<file path="config.mk">
export PLATFORM = sky130hd
export DESIGN_NAME = demux_stream
export DESIGN_NICKNAME = d
export VERILOG_FILES = /design/src/rtl/demux_pkg.sv /design/src/rtl/demux_slot.sv /design/src/rtl/demux_stream.sv
export SDC_FILE = /design/constraint.sdc
export NUM_CORES = 1
export LEC_CHECK = 0
export CAP_MARGIN = 20
export CORE_ASPECT_RATIO = 1.75
export CORE_MARGIN = 2
export CORE_UTILIZATION = 47
export CTS_CLUSTER_DIAMETER = 100
export DETAILED_ROUTE_END_ITERATION = 10
export PLACE_DENSITY = 0.83
export RECOVER_POWER = 100
export SLEW_MARGIN = 15
export SYNTH_ARGS = -nofsm -noshare
export SYNTH_HDL_FRONTEND = slang
export SYNTH_SLANG_ARGS = --single-unit
</file>
<file path="constraint.sdc">
create_clock -name clk -period 4.6 [get_ports clk]
set_clock_uncertainty 0.1 [all_clocks]
set_input_delay 0.46 -clock clk [delete_from_list [all_inputs] [get_ports clk]]
set_output_delay 0.46 -clock clk [all_outputs]
set_load 0.02 [all_outputs]
</file>
<file path="src/rtl/demux_pkg.sv">
// demux_pkg: shared types and helpers for the stream demultiplexer.
// Holds the FSM state encoding and the select-width helper.
package demux_pkg;

    typedef enum logic [1:0] {
        IDLE = 2'd0,
        LOCK = 2'd1,
        DROP = 2'd2
    } state_t;

    function automatic int clog2_min1(input int n);
        return (n <= 2) ? 1 : $clog2(n);
    endfunction

endpackage

</file>
<file path="src/rtl/demux_slot.sv">
// demux_slot: one-entry holding register for a single output channel.
// A load in the same cycle as a drain keeps the slot full with the new beat.
module demux_slot #(
    parameter int WIDTH = 8
) (
    input  logic             clk,
    input  logic             rst,
    input  logic             load,
    input  logic             drain_ready,
    input  logic [WIDTH-1:0] in_data,
    input  logic             in_last,
    output logic             full,
    output logic [WIDTH-1:0] out_data,
    output logic             out_last
);

    logic             r_full;
    logic [WIDTH-1:0] r_data;
    logic             r_last;

    // fill on load, empty on drain, load wins over drain
    always_ff @(posedge clk) begin
        if (rst) begin
            r_full <= 1'b0;
            r_data <= '0;
            r_last <= 1'b0;
        end else if (load) begin
            r_full <= 1'b1;
            r_data <= in_data;
            r_last <= in_last;
        end else if (drain_ready) begin
            r_full <= 1'b0;
        end
    end

    assign full     = r_full;
    assign out_data = r_data;
    assign out_last = r_last;

endmodule

</file>
<file path="src/rtl/demux_stream.sv">
// demux_stream: registered 1:N stream demultiplexer with optional
// per-packet route locking and dropping of out-of-range selects.
module demux_stream
    import demux_pkg::*;
#(
    parameter int WIDTH    = 8,
    parameter int CHANNELS = 4,
    parameter int SEL_W    = clog2_min1(CHANNELS),
    parameter bit PKT_MODE = 1'b1
) (
    input  logic                      clk,
    input  logic                      rst,
    input  logic                      in_valid,
    output logic                      in_ready,
    input  logic [WIDTH-1:0]          in_data,
    input  logic [SEL_W-1:0]          in_sel,
    input  logic                      in_last,
    output logic [CHANNELS-1:0]       out_valid,
    input  logic [CHANNELS-1:0]       out_ready,
    output logic [CHANNELS*WIDTH-1:0] out_data,
    output logic [CHANNELS-1:0]       out_last,
    output logic                      sel_err
);

    state_t            r_state;
    logic [SEL_W-1:0]  r_lock;
    logic              r_sel_err;

    logic              w_sel_ok;
    logic [SEL_W-1:0]  w_tgt;
    logic              w_tgt_ok;
    logic [CHANNELS-1:0] w_hit;
    logic [CHANNELS-1:0] w_full;
    logic [CHANNELS-1:0] w_space;
    logic [CHANNELS-1:0] w_load;
    logic              w_acc;

    assign w_sel_ok = int'(in_sel) < CHANNELS;
    assign w_tgt    = (r_state == LOCK) ? r_lock : in_sel;
    assign w_tgt_ok = (r_state == LOCK) ||
                      ((r_state == IDLE) && w_sel_ok);

    // one-hot decode of the routing target
    always_comb begin
        w_hit = '0;
        for (int k = 0; k < CHANNELS; k++) begin
            w_hit[k] = w_tgt_ok && (int'(w_tgt) == k);
        end
    end

    assign w_space  = ~w_full | out_ready;
    assign in_ready = ~rst & (w_tgt_ok ? |(w_hit & w_space) : 1'b1);
    assign w_acc    = in_valid & in_ready;
    assign w_load   = w_hit & {CHANNELS{w_acc}};

    // route-lock FSM and registered drop indication
    always_ff @(posedge clk) begin
        if (rst) begin
            r_state   <= IDLE;
            r_lock    <= '0;
            r_sel_err <= 1'b0;
        end else begin
            r_sel_err <= 1'b0;
            if (w_acc) begin
                unique case (r_state)
                    IDLE: begin
                        if (!w_sel_ok) begin
                            r_sel_err <= 1'b1;
                            if (PKT_MODE && !in_last)
                                r_state <= DROP;
                        end else if (PKT_MODE && !in_last) begin
                            r_state <= LOCK;
                            r_lock  <= in_sel;
                        end
                    end
                    LOCK: if (in_last) r_state <= IDLE;
                    DROP: if (in_last) r_state <= IDLE;
                    default: r_state <= IDLE;
                endcase
            end
        end
    end

    assign sel_err = r_sel_err;

    for (genvar k = 0; k < CHANNELS; k++) begin : g_slot
        demux_slot #(
            .WIDTH(WIDTH)
        ) u_slot (
            .clk        (clk),
            .rst        (rst),
            .load       (w_load[k]),
            .drain_ready(out_ready[k]),
            .in_data    (in_data),
            .in_last    (in_last),
            .full       (w_full[k]),
            .out_data   (out_data[k*WIDTH +: WIDTH]),
            .out_last   (out_last[k])
        );
    end

    assign out_valid = w_full;

endmodule

</file>
# Word-level counts from Yosys, hierarchy flattened
# Index checks and enable logic that the tools add are counted.
dict set report op_classes {
  reduce_logical 15
  n_eq_ne 7
  bitwise_logic 8
  mux 13
}
# cell n
set ops {}
lappend ops {{$mux W1} 9}
lappend ops {{$and A4 B4 Y4} 2}
lappend ops {{$reduce_bool A2 Y1} 4}
lappend ops {{$eq A2 B2 Y1 const B} 3}
lappend ops {{$mux W2} 3}
lappend ops {{$reduce_and A3 Y1} 2}
lappend ops {{$eq A2 B1 Y1 const B} 2}
lappend ops {{$logic_and A1 B1 Y1} 4}
lappend ops {{$logic_not A2 Y1} 2}
lappend ops {{$not A4 Y4} 1}
lappend ops {{$or A4 B4 Y4} 1}
lappend ops {{$pmux W2 S2} 1}
lappend ops {{$reduce_or A4 Y1} 1}
lappend ops {{$and A1 B1 Y1} 2}
lappend ops {{$ne A2 B1 Y1 const B} 1}
lappend ops {{$ne A2 B2 Y1 const B} 1}
lappend ops {{$not A1 Y1} 2}
lappend ops {{$reduce_or A2 Y1} 1}
lappend ops {{$logic_or A1 B1 Y1} 1}
dict set report totals {
  output_inout_bits 42
  input_bits 18
  word_cells 57
  reg_bits 44
}

# Logic depth before layout (Yosys ltp)
# Gate-level depths: netlist (run 1).
dict set report depth {
  depth_word 11
  depth_mapped 6
  depth_no_buf 5
}

# By module
# Synthesis (run 1) repeated with hierarchy kept, for this count alone.
dict set report unflattened {
  cells_unflattened 164
  hier_area_um2 1691.6
}
# module seq_area_each_um2 n_inst cells_per_inst area_each_um2
set modules_own_cells {}
lappend modules_own_cells {demux_slot 200.2 4 33 355.3}
lappend modules_own_cells {demux_stream 60.1 1 32 270.3}

# Worst setup path before layout (run 1)
# OpenSTA, ideal clock, no wires.
dict set report synth_path {
  kind {reg-to-output}
  startpoint {register r_state[0]}
  endpoint {output in_ready}
  n_path_buf 0
  setup_slack_ns 2.587
  arrival_time_ns 1.453
  stages_incl_launch_ff 4
  t_required_ns 4.040
  path_cell_list {dfxtp_1 mux2i_1 mux2_2 nor2_1}
}
dict set report synth_between {
  elab_chain_cells 8
  elab_cells_between_ends 16
  classes_between {4 x eq/ne; 2 x mux; 2 x bitwise; 8 x reduce/logical}
}
# item line_no
set synth_rtl {}
lappend synth_rtl {{from (decl)} demux_stream.sv:25} ;# state_t r_state;
lappend synth_rtl {{from (signal assigned)} demux_stream.sv:59} ;# r_state <= IDLE;
lappend synth_rtl {{from (signal assigned)} demux_stream.sv:70} ;# r_state <= DROP;
lappend synth_rtl {{from (signal assigned)} demux_stream.sv:72} ;# r_state <= LOCK;
lappend synth_rtl {{$eq A2 B1 Y1} {demux_stream.sv:39, demux_stream.sv:40}}
lappend synth_rtl {{$mux W2} demux_stream.sv:39} ;# assign w_tgt = (r_state == LOCK) ? r_lock : in_sel;
lappend synth_rtl {{$eq A2 B2 Y1, or another cell as far along} demux_stream.sv:47} ;# w_hit[k] = w_tgt_ok && (int'(w_tgt) == k);
lappend synth_rtl {{$logic_and A1 B1 Y1} demux_stream.sv:47}
lappend synth_rtl {{$and A4 B4 Y4} demux_stream.sv:52} ;# assign in_ready = ~rst & (w_tgt_ok ? |(w_hit & w_space) : 1'b1);
lappend synth_rtl {{$reduce_or A4 Y1} demux_stream.sv:52}
lappend synth_rtl {{$mux W1 *} demux_stream.sv:52}
lappend synth_rtl {{$and A1 B1 Y1 *} demux_stream.sv:52}
lappend synth_rtl {{to (decl)} demux_stream.sv:14} ;# output logic in_ready,
# Mark *: on every way between the ends. The rest lies on a longest branch, timed or not.

# Final worst setup path (run 1)
dict set report layout_path {
  startpoint {input rst}
  endpoint {register g_slot[2].u_slot.r_data[7]}
}
dict set report layout_between {
  elab_chain_cells 4
}
# item line_no
set layout_rtl {}
lappend layout_rtl {{from (decl)} demux_stream.sv:12} ;# input logic rst,
lappend layout_rtl {{$not A1 Y1} demux_stream.sv:52}
lappend layout_rtl {{$and A1 B1 Y1} demux_stream.sv:52}
lappend layout_rtl {{$and A1 B1 Y1} demux_stream.sv:53} ;# assign w_acc = in_valid & in_ready;
lappend layout_rtl {{$and A4 B4 Y4} demux_stream.sv:54} ;# assign w_load = w_hit & {CHANNELS{w_acc}};
lappend layout_rtl {{to (signal assigned)} demux_slot.sv:29} ;# r_data <= in_data;
lappend layout_rtl {{to (decl)} demux_slot.sv:18} ;# logic [WIDTH-1:0] r_data;
# Parallel ways exist; a longest one is shown, timed or not.
# A chain may end at the register's enable or synchronous reset.

==> results of run 1 <==
[power groups by stage]
| stage | clock (mW) | combinational, mW | sequential (mW) |
|---|---|---|---|
| after CTS | 0.263 | 0.0913 | 0.389 |
| after floorplan | 0 | 0.0418 | 0.405 |
| after global routing | 0.280 | 0.0911 | 0.389 |
| final | 0.259 | 0.0850 | 0.388 |
| after detailed placement | 0 | 0.0908 | 0.397 |
| after global placement | 0 | 0.0885 | 0.397 |
[per-layer routing]
metal / track usage [%] / part of all wire [%] / routed length (µm) / vias up
met1: 20.5 / 39 / 1510 / 621
li1: - / - / - / 646
met5: 0 / 0 / 0 / -
met3: 4.66 / 4.1 / 162 / 8
met2: 35.0 / 54 / 2120 / 38
met4: 12.9 / 3.1 / 121 / 0
[cell usage after synthesis, drive strengths merged]
cell / n
nor3: 1
nor4: 1
a21oi: 4
mux2i: 40
dfxtp: 43
conb: 1
nand3b: 1
inv: 2
mux2: 2
nor2b: 2
nand3: 1
buf: 13
nor2: 40
o21ai: 2
clkbuf: 5
nor3b: 1
or3: 3
nand2b: 6
nand2: 1
[how the worst max path moves through the flow]
| stage | endpoint | cells past startpoint | slack [ns] |
|---|---|---|---|
| 4_1_cts | in_ready | 5 | 1.66 |
| 5_1_grt | g_slot[2].u_slot.out_data[7] | 5 | 1.15 |
| 3_3_place_gp | g_slot[2].u_slot.out_data[7] | 5 | 1.68 |
| 6_report | g_slot[2].u_slot.out_data[7] | 5 | 1.34 |
| 2_1_floorplan | in_ready | 3 | 2.59 |
| 3_5_place_dp | g_slot[2].u_slot.out_data[7] | 5 | 1.63 |
[cell families after synthesis]
logic type	count (synthesis)
buffers and inverters	20
and+or+nand+nor	57
other	1
DFF	43
muxes	42
AOI/OAI and AO/OA	6
[worst min-delay path: cells and delay by family, from the launching register on]
kind             cells  cell delay, ns
multiplexers         1            0.06
AND/OR/NAND/NOR      1            0.07
flip-flops           1            0.32
[registers in the layout, summed over array words and instances (netlist names)]
| signal | flops |
|---|---|
| r_lock | 2 |
| g_slot.u_slot.out_last | 4 |
| r_state | 1 |
| g_slot.u_slot.full | 4 |
| g_slot.u_slot.out_data | 32 |
[cell type report]
type,count,area [µm²]
Fill cell,292,1110
Sequential cell,43,861
Multi-Input combinational cell,106,711
Timing Repair Buffer,60,592
Clock buffer,8,100
Tap cell,45,56.3
Inverter,2,7.51
==> flow_summary.json, run 1 <==
{
  "p_int_uw": 560,
  "p_leak_nw": 1.10,
  "antenna_found_initial": 0,
  "synth_top_family_by_area": "multiplexers",
  "r2r_start": "r_state[0]",
  "htree_levels": 2,
  "cp.required_ns": 4.67,
  "crit_path_cell_trace": "dlygate4sd3_1 -> nand2b_1 -> nor3_1 -> mux2i_1 -> nor2_1",
  "ant_nets": 0,
  "peakVddDrop_v": 0.000311,
  "num_rows": 28,
  "synth_top_area_share_pct": 50.6,
  "nets": 236,
  "cts_tree": "built",
  "ys_ff_latch": 43,
  "crit_path_end_kind": "flip-flop",
  "drtIter0Drc": 30,
  "cp_max_fo": 16,
  "drv_slew": 11,
  "cts_resized": 0,
  "dpl.cell_count": 256,
  "synthCells": 169,
  "die_width_um": 49.5,
  "p_clk_share_pct": 35.4,
  "drv_cap": 1,
  "clk_pin_slew_ns": 0.08,
  "wl_per_cell_um": 14.8,
  "arrival_ns": 3.33,
  "timing.fmax_ghz": 0.307,
  "hpwl_um": 2880,
  "min_to": "g_slot[2].u_slot.out_data[5]",
  "mostFrequentLayoutCells": "43 x dfxtp_1, 43 x dlygate4sd3_1, 40 x mux2i_1, 40 x nor2_1, 15 x clkdlybuf4s50_1",
  "fp.dieH_um": 83.6,
  "finalInstanceArea_um2": 2330,
  "seqPwrFrac_pct": 53.0,
  "finalCriticalPeriod_ns": 3.26,
  "viasPerCell": 4.97,
  "area_delta_synth_final_pct": 36.9,
  "cts_max_path_buffers": 2,
  "final_cell_count_no_fill": 264,
  "placed_area_um2": 2250,
  "hp-start": "g_slot[2].u_slot.out_data[5]",
  "hp-class": "reg2reg",
  "ys_seq_area_share_pct": 50.6,
  "path_class": "in2reg",
  "synth_top_cell_by_area": "dfxtp_1",
  "grt_start_max_net_pins": 32,
  "p_sw_uw": 172,
  "yosys_warnings": 0,
  "finalPower_uw": 732,
  "root_buffer": "clkbuf_8",
  "yosys.area_share.xor_xnor_pct": 0,
  "core_um2": 3430,
  "outcome": "finished, violations left",
  "crit_buf_inv": 1,
  "grt_pass1_vias": 1320,
  "synth_area_um2": 1700,
  "critPathTopFamily": "simple AND/OR/NAND/NOR gates",
  "hold_buffers": 0,
  "overflow": 0,
  "violations": "max-capacitance violations, max-slew violations",
  "syn_nets": 187,
  "dieArea_um2": 4130,
  "synthTopCellsByArea": "dfxtp_1 51%, mux2i_1 23%, nor2_1 8.8%",
  "timing.rr.end": "g_slot[2].u_slot.out_data[7]",
  "p_comb_share_pct": 11.6,
  "drive_above_1_share_pct": 4.57,
  "pwr_density_cell_nw_per_um2": 314,
  "clk_latency_ns": 0.30,
  "post_cts_buffers": 0,
  "synth-adder-area-share_pct": 0,
  "grt_pass1_wl_um": 6240,
  "finalCritPeriodShare_pct": 70.9,
  "fin_ws_ns": 1.34,
  "drt_pre_antenna_iters": 4,
  "final-setup-viol-count": 0,
  "vias": 1313,
  "synthMuxAreaShare_pct": 25.6,
  "ys_types": 23,
  "rsz0062_at_grt": "no",
  "grt_usage_pct": 19.9,
  "hold_ws_ns": 0.388,
  "p_sw_share_pct": 23.5,
  "drc": 0,
  "start_util_pct": 49.5,
  "tns_ns": 0,
  "portBuffers": 58,
  "fin_util_pct": 67.8,
  "rr_worst_depth": 5,
  "hold_viol_final": 0,
  "critPathLaunch": "rst",
  "slowest_stage": "nor3_1",
  "finalWeightedCongestion": 0.703,
  "synth_compound_area_share_pct": 1.77,
  "place_ws_ns": 1.63,
  "maxSlewHeadroom_pct": -28.1,
  "worstMarginPinSlew_ns": 1.91,
  "io_pins": 60,
  "routed_wl_um": 3910,
  "cts_made_buffers": 5,
  "min_path_cells": 2,
  "slowest_delay_ns": 1.48,
  "synth-simple-area-share_pct": 14.9,
  "cp-start-kind": "primary input",
  "r2r_slack_ns": 1.60,
  "syn_avg_cell_area_um2": 10.1,
  "cts_sinks": 43,
  "diodes": 0
}
Note: power is estimated with default switching activity, not from simulation.
==> run 2, diff against run 1 <==
--- a/config.mk
+++ b/config.mk
@@ -8,10 +8,10 @@
 export CAP_MARGIN = 20
 export CORE_ASPECT_RATIO = 1.75
 export CORE_MARGIN = 2
-export CORE_UTILIZATION = 47
+export CORE_UTILIZATION = 40
 export CTS_CLUSTER_DIAMETER = 100
 export DETAILED_ROUTE_END_ITERATION = 10
-export PLACE_DENSITY = 0.83
+export PLACE_DENSITY = 0.75
 export RECOVER_POWER = 100
 export SLEW_MARGIN = 15
 export SYNTH_ARGS = -nofsm -noshare
==> constraint.sdc (replaced) <==
create_clock -name clk -period 2.76 [get_ports clk]
set_clock_uncertainty 0.1 [all_clocks]
set_input_delay 0.276 -clock clk [delete_from_list [all_inputs] [get_ports clk]]
set_output_delay 0.276 -clock clk [all_outputs]
set_load 0.02 [all_outputs]
==> run 2 against run 1 <==
  * The run now ends clean
  * Non-clock buffer count is 4 higher
  * Power increased by 76%
  * Core utilization fell by 9.6 points
  * Worst setup slack got worse by 1.2 ns
  * Die area increased by 16%
  * Highest routed layer unchanged
  * Register-to-register slack got worse by 1.1 ns
==> flow_summary.json, run 2 (synthesized netlist as in run 1, its figures left out) <==
{
  "diodes": 0,
  "min_path_cells": 2,
  "nets": 240,
  "final-setup-viol-count": 0,
  "place_ws_ns": 0.232,
  "pwr_density_cell_nw_per_um2": 539,
  "finalCritPeriodShare_pct": 94.7,
  "cp.required_ns": 2.38,
  "hold_ws_ns": 0.386,
  "maxSlewHeadroom_pct": 44.5,
  "hp-class": "reg2reg",
  "drv_slew": 0,
  "vias": 1296,
  "drc": 0,
  "largest_reg_flops": 32,
  "htree_levels": 2,
  "drt_pre_antenna_iters": 4,
  "dieArea_um2": 4810,
  "area_delta_synth_final_pct": 40.6,
  "hold_viol_final": 0,
  "portBuffers": 58,
  "drive_above_1_share_pct": 6.73,
  "num_rows": 31,
  "drv_cap": 0,
  "num-fill-cells": 389,
  "placed_area_um2": 2290,
  "finalWeightedCongestion": 0.716,
  "wl_per_cell_um": 13.6,
  "root_buffer": "clkbuf_8",
  "finalInstanceArea_um2": 2390,
  "core_um2": 4110,
  "slowest_stage": "clkdlybuf4s50_1",
  "crit_path_end_kind": "output pin",
  "cp_max_fo": 6,
  "fin_ws_ns": 0.146,
  "cts_tree": "built",
  "grt_pass1_vias": 1194,
  "cts_max_path_buffers": 2,
  "mostFrequentLayoutCell": "dfxtp_1",
  "crit_path_cell_trace": "mux2i_2 -> mux2_2 -> nor2_1 -> clkdlybuf4s50_1",
  "peakVddDrop_v": 0.000434,
  "grt_start_max_net_pins": 25,
  "clk_pin_slew_ns": 0.07,
  "timing.rr.end": "g_slot[2].u_slot.out_data[3]",
  "r2r_slack_ns": 0.50,
  "rsz0062_at_grt": "no",
  "drtIter0Drc": 18,
  "worstMarginPinSlew_ns": 0.832,
  "arrival_ns": 2.24,
  "start_util_pct": 41.4,
  "antenna_found_initial": 0,
  "io_pins": 60,
  "outcome": "finished clean",
  "mostFrequentLayoutCells": "43 x dfxtp_1, 40 x nor2_1, 40 x dlygate4sd3_1",
  "hpwl_um": 2650,
  "min_to": "g_slot[2].u_slot.out_last",
  "path_class": "reg2out",
  "rr_worst_depth": 6,
  "cp-start-kind": "flip-flop",
  "viasPerCell": 4.76,
  "slowest_delay_ns": 0.60,
  "tns_ns": 0,
  "overflow": 0,
  "cts_made_buffers": 5,
  "hp-start": "g_slot[2].u_slot.out_last",
  "r2r_start": "r_state[0]",
  "fp.dieH_um": 90.3,
  "routed_wl_um": 3700,
  "clk_latency_ns": 0.28,
  "grt_usage_pct": 16.4,
  "finalCriticalPeriod_ns": 2.61,
  "die_width_um": 53.3,
  "timing.fmax_ghz": 0.383,
  "cts_sinks": 43,
  "ant_nets": 0,
  "grt_pass1_wl_um": 5740,
  "p_leak_nw": 1.12
}
## run 2: cell types whose count changed in the layout (fill, tap and decap cells not counted), sizes merged
cell and delta:
clkdlybuf4s50 +3, dlygate4sd3 -3, buf +1, bufinv +1
clkbuf +1, clkinv +1
## run 2: what timing repair did
item | 4_1_cts | 5_1_grt
hold buffers | 0 | 0
endpoints found under the hold margin | 0 | 0
gates resized for setup | 0 | 1
buffers inserted | 0 | 0
setup endpoints to repair | 0 | 1
## run 2: per-stage QoR
step                      std cells  util [%]  power [mW]
after detailed placement        264      55.7       0.816
after floorplan                 169         -       0.744
after CTS                       272      58.6        1.31
final                           272      58.2        1.29
after global placement          264      55.7       0.815
after global routing            272      58.2        1.34
## run 2: power by group
| part | total, mW | switching (mW) | internal [mW] |
|---|---|---|---|
| sequential | 0.647 | 0.00972 | 0.637 |
| combinational | 0.147 | 0.0746 | 0.0726 |
| clock | 0.495 | 0.202 | 0.293 |
| total | 1.29 | 0.286 | 1.00 |
## run 2: final cells by class
type | instances | area, µm² | share of cell area (%)
inverter | 2 | 7.51 | 0.314
clock inverter | 2 | 35.0 | 1.47
timing repair buffer | 64 | 611 | 25.5
clock buffer | 6 | 82.6 | 3.45
sequential | 43 | 861 | 36.0
multi-input combinational | 106 | 733 | 30.7
tap | 49 | 61.3 | 2.56
## run 2: per-layer routing
layer  global-route usage, %  wire, µm
met4                    8.76        91
met2                    28.4      1910
met3                    4.14       152
met1                    16.9      1540
met5                       0         0
## run 2: worst max-delay path by stage
stage	from	end	slack, ns	cells after the start
final	r_state[0]	in_ready	0.15	4
after global routing	r_state[0]	in_ready	0.05	4
after CTS	r_state[0]	in_ready	0.06	4
after detailed placement	in_sel[0]	in_ready	0.23	5
after global placement	in_sel[0]	in_ready	0.26	5
after floorplan	r_state[0]	r_lock[1]	0.93	4
## run 2: worst max-delay path, delay by kind of cell (launching register included)
kind / cells / cell delay (ns)
buffers and inverters: 1 / 0.60
multiplexers: 2 / 0.82
AND/OR/NAND/NOR: 1 / 0.09
flip-flops: 1 / 0.45
